### config.mk
export PLATFORM = sky130hd
export DESIGN_NAME = mod_counter_flat
export DESIGN_NICKNAME = d
export VERILOG_FILES = /design/src/rtl/mod_counter_if.sv /design/src/rtl/mod_counter.sv /design/src/flat_wrapper.sv
export SDC_FILE = /design/constraint.sdc
export NUM_CORES = 1
export LEC_CHECK = 0
export BUFFER_PORTS_ARGS = -buffer_cell sky130_fd_sc_hd__buf_2
export CAP_MARGIN = 30
export CORE_AREA = 2 2 39 41
export CTS_BUF_LIST = sky130_fd_sc_hd__clkbuf_4
export CTS_CLUSTER_SIZE = 16
export DETAILED_ROUTE_END_ITERATION = 8
export DIE_AREA = 0 0 41 43
export PLACE_DENSITY = 0.77
export SYNTH_ARGS = -nofsm -noshare
export SYNTH_HDL_FRONTEND = slang
export SYNTH_SLANG_ARGS = --single-unit
### constraint.sdc
create_clock -name clk -period 5 [get_ports clk]
set_input_delay 0.5 -clock clk [delete_from_list [all_inputs] [get_ports clk]]
set_output_delay 0.5 -clock clk [all_outputs]
set_load 0.005 [all_outputs]
### src/rtl/mod_counter_if.sv
`default_nettype none
// ============================================================================
// Module   : mod_counter_if
// Brief    : Control/status bundle for mod_counter; master drives controls,
//            slave (the counter) returns count, tc and ovf.
// Revision : 1.0 - initial release
// ============================================================================
interface mod_counter_if #(
    parameter int WIDTH = 6
);
    logic             clr;
    logic             enb;
    logic             up;
    logic             load;
    logic [WIDTH-1:0] load_val;
    logic [WIDTH-1:0] count;
    logic             tc;
    logic             ovf;

    modport master (
        output clr, enb, up, load, load_val,
        input  count, tc, ovf
    );

    modport slave (
        input  clr, enb, up, load, load_val,
        output count, tc, ovf
    );
endinterface
`default_nettype wire

### src/rtl/mod_counter.sv
`default_nettype none
// ============================================================================
// Module   : mod_counter
// Brief    : Modulo-N up/down counter with clear, clamped load, wrap or
//            saturate, terminal count and sticky overflow. Optional enable
//            prescaler built when CNT_PRESCALE_EN is defined.
// Revision : 1.0 - initial release
// ============================================================================
module mod_counter #(
    parameter int WIDTH    = 6,
    parameter int MODULUS  = 64,
    parameter int SATURATE = 0,
    parameter int PRESCALE = 4
) (
    input  logic          clk,
    input  logic          res,
    mod_counter_if.slave  bus
);

    localparam logic [WIDTH-1:0] c_max = WIDTH'(MODULUS - 1);

    generate
        if (MODULUS < 2 || longint'(MODULUS) > (longint'(1) << WIDTH)) begin : g_bad_modulus
            $error("mod_counter: MODULUS must satisfy 2 <= MODULUS <= 2**WIDTH");
        end
        if (PRESCALE < 1) begin : g_bad_prescale
            $error("mod_counter: PRESCALE must be >= 1");
        end
    endgenerate

    logic [WIDTH-1:0] r_count;
    logic             r_ovf;
    logic             w_pre_term;
    logic             w_at_bound;
    logic             w_step;

`ifdef CNT_PRESCALE_EN
    localparam int              c_pw       = (PRESCALE > 1) ? $clog2(PRESCALE) : 1;
    localparam logic [c_pw-1:0] c_pre_last = c_pw'(PRESCALE - 1);

    logic [c_pw-1:0] r_pre;

    assign w_pre_term = (r_pre == c_pre_last);

    always_ff @(posedge clk or negedge res) begin
        if (!res) begin
            r_pre <= '0;
        end else if (bus.clr || bus.load) begin
            r_pre <= '0;
        end else if (bus.enb) begin
            r_pre <= w_pre_term ? '0 : r_pre + c_pw'(1);
        end
    end
`else
    assign w_pre_term = 1'b1;
`endif

    // Boundary depends on direction only; tc fires on the edge that wraps/saturates.
    assign w_at_bound = bus.up ? (r_count == c_max) : (r_count == '0);
    assign w_step     = bus.enb & ~bus.clr & ~bus.load & w_pre_term;

    always_ff @(posedge clk or negedge res) begin
        if (!res) begin
            r_count <= '0;
            r_ovf   <= 1'b0;
        end else if (bus.clr) begin
            r_count <= '0;
            r_ovf   <= 1'b0;
        end else if (bus.load) begin
            r_count <= (bus.load_val > c_max) ? c_max : bus.load_val;
        end else if (w_step) begin
            if (w_at_bound) begin
                r_ovf <= 1'b1;
                if (SATURATE == 0) begin
                    r_count <= bus.up ? '0 : c_max;
                end
            end else begin
                r_count <= bus.up ? r_count + WIDTH'(1) : r_count - WIDTH'(1);
            end
        end
    end

    assign bus.count = r_count;
    assign bus.ovf   = r_ovf;
    assign bus.tc    = w_step & w_at_bound;

endmodule
`default_nettype wire

### src/flat_wrapper.sv
// flat-port wrapper written by rule: the top's interface ports become plain ports
module mod_counter_flat 
#(
    parameter int WIDTH    = 6,
    parameter int MODULUS  = 64,
    parameter int SATURATE = 0,
    parameter int PRESCALE = 4
)
  (clk, res, bus_clr, bus_enb, bus_up, bus_load, bus_load_val, bus_count, bus_tc, bus_ovf);
  mod_counter_if #(.WIDTH(WIDTH)) bus_i ();
  input  logic clk;
  input  logic res;
  input wire logic [$bits(bus_i.clr)-1:0] bus_clr;
  input wire logic [$bits(bus_i.enb)-1:0] bus_enb;
  input wire logic [$bits(bus_i.up)-1:0] bus_up;
  input wire logic [$bits(bus_i.load)-1:0] bus_load;
  input wire logic [$bits(bus_i.load_val)-1:0] bus_load_val;
  output wire logic [$bits(bus_i.count)-1:0] bus_count;
  output wire logic [$bits(bus_i.tc)-1:0] bus_tc;
  output wire logic [$bits(bus_i.ovf)-1:0] bus_ovf;
  assign bus_i.clr = bus_clr;
  assign bus_i.enb = bus_enb;
  assign bus_i.up = bus_up;
  assign bus_i.load = bus_load;
  assign bus_i.load_val = bus_load_val;
  assign bus_count = bus_i.count;
  assign bus_tc = bus_i.tc;
  assign bus_ovf = bus_i.ovf;
  mod_counter #(.WIDTH(WIDTH), .MODULUS(MODULUS), .SATURATE(SATURATE), .PRESCALE(PRESCALE)) u_core (.clk(clk), .res(res), .bus(bus_i));
endmodule
==> results of run 1 <==
[layout make-up]
| type | instances | area (um2) | area share |
|---|---|---|---|
| multi-input cells | 59 | 434 | 0.561 |
| repair buffers | 19 | 95.1 | 0.123 |
| flip-flops and latches | 7 | 175 | 0.227 |
| well taps | 16 | 20.0 | 0.0259 |
| clock buffers | 4 | 30.0 | 0.0388 |
| inverters | 5 | 18.8 | 0.0243 |
[logic make-up after synthesis]
kind of cell             count (synthesis)
AO/OA/AOI/OAI                           22
buffers and inverters                    7
XOR/XNOR                                 4
adder cells (fa/ha/maj)                  5
flip-flops                               7
AND/OR/NAND/NOR                         28
[per-layer routing]
layer | wire [um] | GRT usage
met1 | 635 | 0.260
met2 | 673 | 0.281
met3 | 44 | 0.0314
met4 | 17 | 0.0800
met5 | 0 | 0
[power by group]
group / switching (mW) / internal (mW) / leakage [nW]
clock: 0.0195 / 0.0358 / 0.0184
sequential: 0.0127 / 0.0638 / 0.0906
combinational: 0.0414 / 0.0409 / 0.292
[cells in the mapped netlist]
master / n
fa_1: 1
xor2_1: 3
nand3_1: 1
nand2_1: 9
xnor2_1: 1
o41ai_2: 1
o211ai_1: 1
o21a_1: 1
o22ai_1: 1
ha_1: 4
nor4_1: 1
o22a_1: 2
nor2_1: 8
or4_4: 1
nor3b_1: 1
o21bai_1: 1
buf_6: 2
a211oi_1: 2
a31oi_1: 3
and3_1: 1
a21oi_1: 4
nor4_4: 1
a21oi_2: 1
a21o_1: 2
or2_2: 1
o311ai_1: 1
nand4_1: 1
nor4b_1: 1
and4_2: 1
inv_1: 5
a41oi_2: 1
or3_1: 1
o21ai_0: 1
dfrtp_1: 7
[final timing paths]
kind	startpoint	end	slack [ps]	cells after the start
max in group asynchronous	res	u_core.bus.count[1]$_DFFE_PN0P_	4780	1
min	res	u_core.bus.count[4]$_DFFE_PN0P_	70	1
max reg2reg	u_core.bus.count[1]$_DFFE_PN0P_	u_core.bus.count[5]$_DFFE_PN0P_	3070	6
max	u_core.bus.count[3]$_DFFE_PN0P_	bus_tc	2630	4
min reg2reg	u_core.bus.ovf$_DFFE_PN0P_	u_core.bus.ovf$_DFFE_PN0P_	500	2
min in group clk	bus_clr	u_core.bus.count[0]$_DFFE_PN0P_	480	2
[stage by stage]
stage          power (mW)  cell area, um2
6_report            0.214             773
5_1_grt             0.233             773
4_1_cts             0.218             773
3_5_place_dp        0.160             743
3_3_place_gp        0.159             743
2_1_floorplan       0.135             651
[state kept, by name, indices dropped and copies added, names as in the netlist]
name,count
u_core.bus.count,6
u_core.bus.ovf,1
==> run metrics, run 1 <==
status complete, no violations; Antenna diodes 0; Crit Path Class reg2out; Finished Layout Cells 110; Mapped Area about 650 um2; synth top area cells dfrtp_1, ha_1, nand2_1, nor2_1, xor2_1; RSZ-0062 raised after global routing no; Vias 611; FF+latch count, synth 7; most common cell after layout, fill and taps aside buf_2; Row Count 14; nets around 110; Hold Path Class in2async; Slew @ Worst Pin slightly below 400 ps; DP Worst Slack between 2000 and 3000 ps; placed insts 106; Initial Util 0.470; Buf/Inv on CP 1; Core Footprint between 1000 and 1500 um2; post-synthesis compound-gate area fraction 0.262; Final Core Density 0.559; Max Cap Viol 0; initial antenna violation count 0; first-pass GRT wire length ~2300 um; Seq/Total Area, Yosys 0.269; TNS Setup 0 ps; Num CTS Buffers 3; area grow syn2layout 18.8%; Post-Synthesis Cells 73; leading area contributor after synthesis dfrtp_1; setup violators final 0; Pleak approximately 0.4 nW; share of the synthesized area in the top cell type 0.269; GP Congestion 0.792; Total GRT Usage 0.189; PostCTS Resize Cnt 0; Slew Limit Fails 0; Fin Hold WS between 70 and 80 ps; Chip Width 41 um; filler instances 141; Synthesized Nets 90; die area 1760 um2; Initial DRT Pass Iterations 2; multiplexer area fraction after synthesis 0; clock root buffer clkbuf_4; most frequent cells in the layout buf_2, nand2_1, nor2_1; detailed-route vias per instance approximately 5.6; Remaining Overflow, GRT 0; Chip Height 43 um; vias in the first global route 570; Yosys Warn Count 0; Max transition margin 0.737; Worst path slowest cell or4_4; critical path capture point type output port; WL final roughly 1400 um; DRC 0; layout cell share with drive strength beyond 1 0.319; Clock Latency Late Sink about 250 ps; Clock Sinks 7; Power per Cell Area roughly 280 nW/um2; Min Clock Period, post-route 2370 ps; Clock Tree Buf Depth 2; Post-Synth XOR/XNOR Area 0.0538; Clk pin slew, worst setup/hold paths 50 ps; Hold Buf Count CTS 0; Post-Syn Area per Cell 8.91 um2; crit share post-route 0.474; Top Ports 20; fin worst setup slack roughly 2600 ps; crit-path max cell delay 570 ps; crit path cell chain or4_4, o41ai_2, and3_1, buf_2; main combinational cell family by area after synthesis compound AO/OA/AOI/OAI gates; largest net degree at the start of global routing 10; post-synthesis cell type count 34; final hold violation count 0; WP data required between 4000 and 5000 ps; H-tree depth 1; DRT iter0 DRCs 5; Setup Skew roughly 2.1 ps; setup repair bufs after CTS 0; Synth Area in Adders 0.108; Arr. time, crit path ~1900 ps; Antenna Nets Post-Route 0; maximum vdd drop about 0.00016 V; port bufs 19; Max Clock Freq between 400 and 500 MHz; Simple-Gate Fraction of Synth Area 0.244; WL/cell ~12 um; CP top delay family simple AND/OR/NAND/NOR gates; Critical Path Fanout Max 5; Startpoint Class register; CTS tree built
(Power assumes the default switching activity.)
==> inputs of run 2 (changes only) <==
--- a/config.mk
+++ b/config.mk
@@ -7,11 +7,11 @@
 export LEC_CHECK = 0
 export BUFFER_PORTS_ARGS = -buffer_cell sky130_fd_sc_hd__buf_2
 export CAP_MARGIN = 30
-export CORE_AREA = 2 2 39 41
+export CORE_MARGIN = 2
+export CORE_UTILIZATION = 47
 export CTS_BUF_LIST = sky130_fd_sc_hd__clkbuf_4
 export CTS_CLUSTER_SIZE = 16
 export DETAILED_ROUTE_END_ITERATION = 8
-export DIE_AREA = 0 0 41 43
 export PLACE_DENSITY = 0.77
 export SYNTH_ARGS = -nofsm -noshare
 export SYNTH_HDL_FRONTEND = slang
==> constraint.sdc (replaced) <==
create_clock -name clk -period 1.9 [get_ports clk]
set_input_delay 0.19 -clock clk [delete_from_list [all_inputs] [get_ports clk]]
set_output_delay 0.19 -clock clk [all_outputs]
set_load 0.005 [all_outputs]
==> run 2 against run 1 <==
The flow now finishes with violations (negative setup slack). Critical path type unchanged. Cell area is 14% higher. Setup slack got worse by 2700 ps. Combinational power rose to 3.7 times the previous value. Via count up 7.9%. Clock power grew to 2.8 times the previous value. Critical path depth unchanged.
==> run metrics, run 2 (synthesis results as in run 1) <==
Top Ports 20; Slew @ Worst Pin about 300 ps; RSZ-0062 raised after global routing yes; Slew Limit Fails 0; H-tree depth 1; CTS tree built; setup violators final 1; Critical Path Fanout Max 2; Startpoint Class register; WP data required about 1700 ps; total power between 0.6 and 0.7 mW; clock root buffer clkbuf_4; die area approximately 1700 um2; Setup Skew roughly 6.7 ps; filler instances between 100 and 150; Chip Height 41.2 um; Initial Util 0.500; final hold violation count 0; port bufs 19; area grow syn2layout 35.6%; Clock Tree Buf Depth 2; Chip Width roughly 41 um; RR Startpoint u_core.bus.count[1]$_DFFE_PN0P_; Clk pin slew, worst setup/hold paths approximately 60 ps; vias in the first global route ~630; Remaining Overflow, GRT 0; failing checks negative setup slack; detailed-route vias per instance 5.54; TNS Setup -90.2 ps; largest net degree at the start of global routing 10; most common cell after layout, fill and taps aside buf_2; critical path capture point type output port; Hold Path End u_core.bus.ovf$_DFFE_PN0P_; Pleak approximately 0.46 nW; Max Clock Freq roughly 500 MHz; Min Clock Period, post-route 1990 ps; Antenna diodes 0; initial antenna violation count 0; Power per Cell Area approximately 730 nW/um2; crit share post-route 1.05; max FFs per register 6; Core Footprint roughly 1300 um2; Max Cap Viol 0; first-pass GRT wire length between 2000 and 3000 um; Hold Path Class in2reg; R2R depth 8; fin worst setup slack -90.2 ps; DPL Wire Length about 1200 um; Clock Sinks 7; Total GRT Usage 0.256; WL final ~1700 um; Antenna Nets Post-Route 0; R2R setup slack between 100 and 150 ps; Arr. time, crit path ~1800 ps; maximum vdd drop ~0.00042 V; Num CTS Buffers 3; Clock Latency Late Sink roughly 260 ps; Vias between 600 and 700; layout cell share with drive strength beyond 1 0.423; most frequent cells in the layout buf_2, nand2_1, buf_4; WL/cell 14.6 um; DRT iter0 DRCs 10; Hold Crit Start bus_clr; nets ~120; Max transition margin 0.802; Row Count 13; DRC 0; hold depth 2; Reg-to-Reg End u_core.bus.count[4]$_DFFE_PN0P_; Initial DRT Pass Iterations 5; DP Worst Slack 134 ps; Crit Path Class reg2out; GP Congestion between 0.8 and 0.9; status finished with violations
[run 2: cell types whose count changed in the layout (fill, tap and decap cells not counted), sizes merged]
cell | previous run | this run
buf | 19 | 28
dlygate4sd3 | 0 | 1
[run 2: how the worst max path moves through the flow]
stage	from	endpoint	slack, ps
global placement	u_core.bus.count[3]$_DFFE_PN0P_	bus_tc	180
detailed placement	u_core.bus.count[1]$_DFFE_PN0P_	u_core.bus.count[5]$_DFFE_PN0P_	130
floorplan	u_core.bus.count[1]$_DFFE_PN0P_	u_core.bus.count[5]$_DFFE_PN0P_	130
global route	u_core.bus.count[3]$_DFFE_PN0P_	bus_tc	-110
CTS	u_core.bus.count[3]$_DFFE_PN0P_	bus_tc	-60
finish	u_core.bus.count[3]$_DFFE_PN0P_	bus_tc	-90
[run 2: power breakdown]
part,internal (mW),leakage [nW],switching [mW],total (mW)
clock,0.0949,0.0184,0.0622,0.157
sequential,0.168,0.0893,0.0167,0.185
combinational,0.148,0.351,0.155,0.303
total,0.411,0.458,0.234,0.645
[run 2: area by class of cell]
type / instances / area, um2 / share of cell area
timing repair buffer: 29 / 173 / 0.196
sequential: 7 / 176 / 0.200
tap: 15 / 18.8 / 0.0213
inverter: 5 / 18.8 / 0.0213
multi-input combinational: 59 / 465 / 0.528
clock buffer: 4 / 30.0 / 0.0340
[run 2: stage by stage]
stage	area, um2	cells	hold WS (ps)	utilization
after detailed placement	787	111	34.8	0.605
after CTS	862	119	157	0.663
after global routing	882	119	178	0.678
after global placement	787	111	36.1	0.605
final	882	119	171	0.678
after floorplan	651	73	-106	-
[run 2: what timing repair did]
action,in CTS,in global routing
pin swaps,0,1
setup buffers,3,0
endpoints found under the hold margin,7,0
resized for setup,2,5
endpoints found under the setup margin,1,2
hold buffers,1,0
[run 2: metal layers]
metal / routed length, um / global-route usage / vias up
met5: 0 / 0 / -
met4: 0 / 0.0242 / 0
met3: 69 / 0.0489 / 0
met2: 837 / 0.434 / 17
met1: 828 / 0.348 / 308
li1: - / - / 334
[run 2: critical path, stage by stage (launching register included)]
cell	delay [ps]
dfrtp_1	390
or4_4	580
o41ai_4	270
and3_1	200
buf_2	110
